**src/rtl/board_attack_arbiter.sv**
```systemverilog
// Round-robin arbiter sharing one board_attack engine between NUM_REQ requesters.
// Holds the granted board, captures the engine results and returns them over valid/ack.

`ifndef BOARD_WIDTH
`define BOARD_WIDTH 256
`endif

module board_attack_arbiter #(
    parameter int unsigned NUM_REQ = 2,
    parameter int unsigned TIMEOUT = 1023
) (
    input  logic                            clk,
    input  logic                            reset,
    input  logic [NUM_REQ*`BOARD_WIDTH-1:0] req_board,
    input  logic [NUM_REQ-1:0]              req_valid,
    output logic [NUM_REQ-1:0]              req_ready,
    output logic [NUM_REQ-1:0]              rsp_valid,
    input  logic [NUM_REQ-1:0]              rsp_ack,
    output logic [63:0]                     rsp_white_is_attacking,
    output logic [63:0]                     rsp_black_is_attacking,
    output logic                            rsp_white_in_check,
    output logic                            rsp_black_in_check,
    output logic                            rsp_timeout,
    output logic [`BOARD_WIDTH-1:0]         atk_board,
    output logic                            atk_board_valid,
    output logic                            atk_clear,
    input  logic                            atk_done,
    input  logic [63:0]                     atk_white_is_attacking,
    input  logic [63:0]                     atk_black_is_attacking,
    input  logic                            atk_white_in_check,
    input  logic                            atk_black_in_check,
    output logic                            busy
);

    localparam int unsigned BW    = `BOARD_WIDTH;
    localparam int unsigned IDX_W = (NUM_REQ > 1) ? $clog2(NUM_REQ) : 1;
    localparam int unsigned CNT_W = (TIMEOUT > 0) ? $clog2(TIMEOUT + 1) : 1;

    typedef enum logic [2:0] {
        S_IDLE,
        S_ISSUE,
        S_WAIT,
        S_CLEAR,
        S_RESP
    } state_t;

    state_t             state_q, state_d;
    logic [IDX_W-1:0]   ptr_q, ptr_d;
    logic [IDX_W-1:0]   gnt_q, gnt_d;
    logic [CNT_W-1:0]   cnt_q, cnt_d;
    logic [BW-1:0]      board_q, board_d;
    logic [63:0]        wmap_q, wmap_d;
    logic [63:0]        bmap_q, bmap_d;
    logic               wchk_q, wchk_d;
    logic               bchk_q, bchk_d;
    logic               tout_q, tout_d;

    logic               found;
    logic [IDX_W-1:0]   sel;
    logic [IDX_W-1:0]   ptr_next;
    int unsigned        cand;

    always_ff @(posedge clk) begin
        if (reset) begin
            state_q <= S_IDLE;
            ptr_q   <= '0;
            gnt_q   <= '0;
            cnt_q   <= '0;
            board_q <= '0;
            wmap_q  <= '0;
            bmap_q  <= '0;
            wchk_q  <= 1'b0;
            bchk_q  <= 1'b0;
            tout_q  <= 1'b0;
        end else begin
            state_q <= state_d;
            ptr_q   <= ptr_d;
            gnt_q   <= gnt_d;
            cnt_q   <= cnt_d;
            board_q <= board_d;
            wmap_q  <= wmap_d;
            bmap_q  <= bmap_d;
            wchk_q  <= wchk_d;
            bchk_q  <= bchk_d;
            tout_q  <= tout_d;
        end
    end

    always_comb begin
        state_d   = state_q;
        ptr_d     = ptr_q;
        gnt_d     = gnt_q;
        cnt_d     = cnt_q;
        board_d   = board_q;
        wmap_d    = wmap_q;
        bmap_d    = bmap_q;
        wchk_d    = wchk_q;
        bchk_d    = bchk_q;
        tout_d    = tout_q;
        req_ready = '0;
        found     = 1'b0;
        sel       = '0;
        cand      = 0;

        // Round-robin search starting at the pointer, wrapping around.
        for (int unsigned k = 0; k < NUM_REQ; k++) begin
            cand = (32'(ptr_q) + k) % NUM_REQ;
            if (!found && req_valid[cand]) begin
                found = 1'b1;
                sel   = IDX_W'(cand);
            end
        end

        ptr_next = (gnt_q == IDX_W'(NUM_REQ - 1)) ? '0 : gnt_q + 1'b1;

        case (state_q)
            S_IDLE: begin
                if (found) begin
                    req_ready = NUM_REQ'(1) << sel;
                    board_d   = req_board[32'(sel)*BW +: BW];
                    gnt_d     = sel;
                    state_d   = S_ISSUE;
                end
            end
            S_ISSUE: begin
                cnt_d   = '0;
                state_d = S_WAIT;
            end
            S_WAIT: begin
                // A real result wins over a watchdog expiry in the same cycle.
                if (atk_done) begin
                    wmap_d  = atk_white_is_attacking;
                    bmap_d  = atk_black_is_attacking;
                    wchk_d  = atk_white_in_check;
                    bchk_d  = atk_black_in_check;
                    tout_d  = 1'b0;
                    state_d = S_CLEAR;
                end else if (TIMEOUT != 0 && cnt_q == CNT_W'(TIMEOUT - 1)) begin
                    wmap_d  = '0;
                    bmap_d  = '0;
                    wchk_d  = 1'b0;
                    bchk_d  = 1'b0;
                    tout_d  = 1'b1;
                    state_d = S_CLEAR;
                end else if (cnt_q != {CNT_W{1'b1}}) begin
                    cnt_d = cnt_q + 1'b1;
                end
            end
            S_CLEAR: begin
                if (rsp_ack[gnt_q]) begin
                    ptr_d   = ptr_next;
                    state_d = S_IDLE;
                end else begin
                    state_d = S_RESP;
                end
            end
            S_RESP: begin
                if (rsp_ack[gnt_q]) begin
                    ptr_d   = ptr_next;
                    state_d = S_IDLE;
                end
            end
            default: state_d = S_IDLE;
        endcase
    end

    assign atk_board              = board_q;
    assign atk_board_valid        = (state_q == S_ISSUE);
    assign atk_clear              = (state_q == S_CLEAR);
    assign busy                   = (state_q != S_IDLE);
    assign rsp_valid              = (state_q == S_CLEAR || state_q == S_RESP) ?
                                    (NUM_REQ'(1) << gnt_q) : '0;
    assign rsp_white_is_attacking = wmap_q;
    assign rsp_black_is_attacking = bmap_q;
    assign rsp_white_in_check     = wchk_q;
    assign rsp_black_in_check     = bchk_q;
    assign rsp_timeout            = tout_q;

endmodule
```
**config.mk**
```make
export PLATFORM = sky130hd
export DESIGN_NAME = board_attack_arbiter
export DESIGN_NICKNAME = d
export VERILOG_FILES = /design/src/rtl/board_attack_arbiter.sv
export SDC_FILE = /design/constraint.sdc
export NUM_CORES = 1
export LEC_CHECK = 0
export BUFFER_PORTS_ARGS = -buffer_cell sky130_fd_sc_hd__buf_4
export CAP_MARGIN = 20
export CORE_AREA = 8 8 402 404
export CTS_CLUSTER_SIZE = 24
export DETAILED_ROUTE_END_ITERATION = 10
export DIE_AREA = 0 0 410 412
export PLACE_DENSITY = 0.3
export REMOVE_ABC_BUFFERS = 1
export SKIP_LAST_GASP = 1
export SLEW_MARGIN = 15
export SYNTH_ARGS = -nofsm -noshare
export SYNTH_HDL_FRONTEND = slang
export SYNTH_SLANG_ARGS = --single-unit
```
**constraint.sdc**
```tcl
create_clock -name clk -period 2.5 [get_ports clk]
set_clock_uncertainty 0.2 [all_clocks]
set_input_delay 0.125 -clock clk [delete_from_list [all_inputs] [get_ports clk]]
set_output_delay 0.125 -clock clk [all_outputs]
set_load 0.05 [all_outputs]
```
==> results.py <==
metrics = {
    "status": {
        "status": "finished, violations left",
        "failed_checks": "design-rule violations",
    },
    "global_routing": {
        "gr-total-overflow": 0,
        "grt_pass1_wl_um": 167600,
        "grt_pass1_vias": 20808,
        "grt_usage": 0.1375,
        "antenna_found_initial": 66,
        "grt_max_degree": 90,
    },
    "power": {
        "clkPwrFrac": 0.324,
        "irDropWorstVdd_mv": 0.4807,
        "intPower_mw": 15.61,
        "p_comb_frac": 0.372,
        "power.density_mw_per_mm2": 730.9,
        "switching_share": 0.3799,
        "p_leak_nw": 14.84,
        "power_switching_mw": 9.566,
        "fin_total_pwr_mw": 25.18,
        "p_seq_frac": 0.304,
    },
    "clocking": {
        "clk_pin_slew_ns": 0.06,
        "cts-buffers-inserted": 56,
        "cts_root_buf": "clkbuf_16",
        "clock_path_buffers": 3,
        "cts_sinks": 402,
        "clock_latency_ns": 0.65,
        "cts_tree": "done",
        "htree_levels": 2,
    },
    "logic_synthesis": {
        "synthFlopType": "dfxtp_1",
        "synthArstFlopShare": 0,
        "synth_edf_count": 0,
        "ys_warn_count": 0,
        "synth_seq_area_share": 0.5732,
        "synth_cells": 1292,
        "ys_ff_latch": 402,
        "synth_cell_types": 48,
        "synth_area_mm2": 0.01404,
        "syn_avg_cell_area_um2": 10.87,
    },
    "worst_setup_path": {
        "crit_fanout": 17,
        "start_kind": "flop",
        "worstPathArrival_ns": 2.76,
        "end_kind": "flop",
        "worstPathRequired_ns": 2.84,
        "rrSetupSlack_ns": 0.08,
        "crit_type": "reg2reg",
    },
    "placed_design": {
        "port_buffers": 1042,
        "place_congestion": 0.7848,
        "hpwlAfterDp_um": 96440,
        "dp_slack_ns": 0.1721,
    },
    "floorplan": {
        "dieHeight_um": 412,
        "die-area_mm2": 0.1689,
        "core_mm2": 0.1551,
        "die_w_um": 410,
        "io_pins": 1043,
        "start_util": 0.09051,
        "rows": 145,
    },
    "layout": {
        "final_common_cell": "buf_4",
        "fill_cells": 16948,
        "synthToLayoutAreaGrowth_pct": 145.3,
        "layout_common_cells": "buf_4, dlygate4sd3_1, dfxtp_1, nor2_1, a222oi_1",
        "drive_gt1_frac": 0.3935,
        "nets": 3748,
    },
    "routing": {
        "wl_um": 124600,
        "first_pass_iters": 11,
        "drt-initial-drc-count": 1844,
        "viasPerCell": 3.711,
        "ant_nets": 0,
        "via_count": 19414,
        "drcViolationCount": 3,
        "wl_per_cell_um": 23.83,
    },
    "sta": {
        "hold_ws_ns": 0.06542,
        "slew_headroom": 0.5875,
        "final-hold-violation-count": 0,
        "finalSetupViolations": 0,
        "worstMarginPinSlew_ns": 0.6187,
        "fmax_mhz": 412.9,
        "slew_viol_final": 0,
        "fin_crit_sh": 0.9687,
        "layout_setup_ws_ns": 0.07836,
        "fin_crit_ns": 2.422,
        "rsz0062_at_grt": "no",
    },
    "worst_hold_path": {
        "hold_class": "in2reg",
    },
    "job": {
        "cap_violations": 0,
    },
}
logic make-up after synthesis:
logic type,share of synthesized area
AND/OR/NAND/NOR,0.09393
AO/OA/AOI/OAI,0.2807
flip-flops,0.5732
buffers and inverters,0.04973
adder cells (fa/ha/maj),0.001782
XOR/XNOR,0.0006239
path summary, 6_finish.rpt:
kind	start	depth (start not counted)	to
max	cnt_q[6]	7	rsp_white_is_attacking[3]
min	atk_white_is_attacking[10]	3	rsp_white_is_attacking[10]
max reg2reg	cnt_q[6]	7	rsp_white_is_attacking[3]
min reg2reg	rsp_white_is_attacking[2]	1	rsp_white_is_attacking[2]
worst max-delay path, stage by stage (launching register included):
cell           delay, ns
dfxtp_1             0.41
and4_2              0.30
a31o_2              0.23
a21oi_4             0.08
buf_12              0.17
buf_4               0.17
a22o_1              0.17
dlygate4sd3_1       0.55
sequential cells by signal, summed over array words and instances (netlist names):
register	count
rsp_black_in_check	1
gnt_q	1
cnt_q	10
rsp_black_is_attacking	64
ptr_q	1
state_q	3
atk_board	256
rsp_white_in_check	1
rsp_white_is_attacking	64
rsp_timeout	1
Yosys cell counts, drive strengths merged (3+ instances only):
| cell | n | share of area |
|---|---|---|
| a22o | 130 | 0.081 |
| nand2b | 3 | 0.0013 |
| nand2 | 9 | 0.0024 |
| a222oi | 256 | 0.18 |
| inv | 3 | 0.00080 |
| dfxtp | 402 | 0.57 |
| clkbuf | 61 | 0.016 |
| nor3b | 4 | 0.0029 |
| o21ai | 7 | 0.0025 |
| a21oi | 12 | 0.0043 |
| nor3 | 5 | 0.0021 |
| o31ai | 3 | 0.0016 |
| nor2 | 266 | 0.071 |
| and3 | 3 | 0.0013 |
| nand3 | 5 | 0.0018 |
| buf | 89 | 0.033 |
| and4 | 4 | 0.0028 |
| a211oi | 3 | 0.0020 |
| nor2b | 3 | 0.0013 |
metrics by stage:
stage | area (µm²) | util | setup TNS, ns | instances
2_1_floorplan | 13350 | - | -2178.68 | 1142
3_3_place_gp | 24590 | 0.1585 | 0 | 4314
3_5_place_dp | 24590 | 0.1585 | 0 | 4314
4_1_cts | 34260 | 0.2208 | -0.01536 | 5191
5_1_grt | 34420 | 0.2219 | 0 | 5219
6_report | 34450 | 0.2221 | 0 | 5231
what timing repair did:
action	CTS	global route
gates cloned	3	2
pin swaps	3	2
hold buffers	768	2
setup endpoints to repair	3	14
hold endpoints to repair	402	2
gates resized for setup	9	7
setup buffers	4	6
power groups by stage:
stage               combinational [mW]  clock, mW  sequential [mW]
CTS                               9.47       8.54             7.67
detailed placement                8.13          0             7.79
global route                      9.92       8.78             7.75
global placement                  8.15          0             7.81
floorplan                         2.00          0             10.1
finish                            9.36       8.15             7.67
per-layer routing:
layer  track usage  vias up  wire, µm
met2        0.2546      909     65360
met5             0        -       112
met4       0.03302       18      2718
met3       0.04318      167      9839
li1              -     8881         -
met1        0.1524     9439     46600
cell type report:
cell class                      count  area [µm²]  share of cell area
Antenna cell                       32       80.08            0.002325
Multi-Input combinational cell    737        5341              0.1551
Inverter                            3       11.26           0.0003269
Clock inverter                     17       181.4            0.005267
Timing Repair Buffer             1897       16560              0.4809
Tap cell                         2058        2575             0.07475
Sequential cell                   402        8061              0.2340
Clock buffer                       85        1630             0.04733
Power figures use the tool's default switching activity.
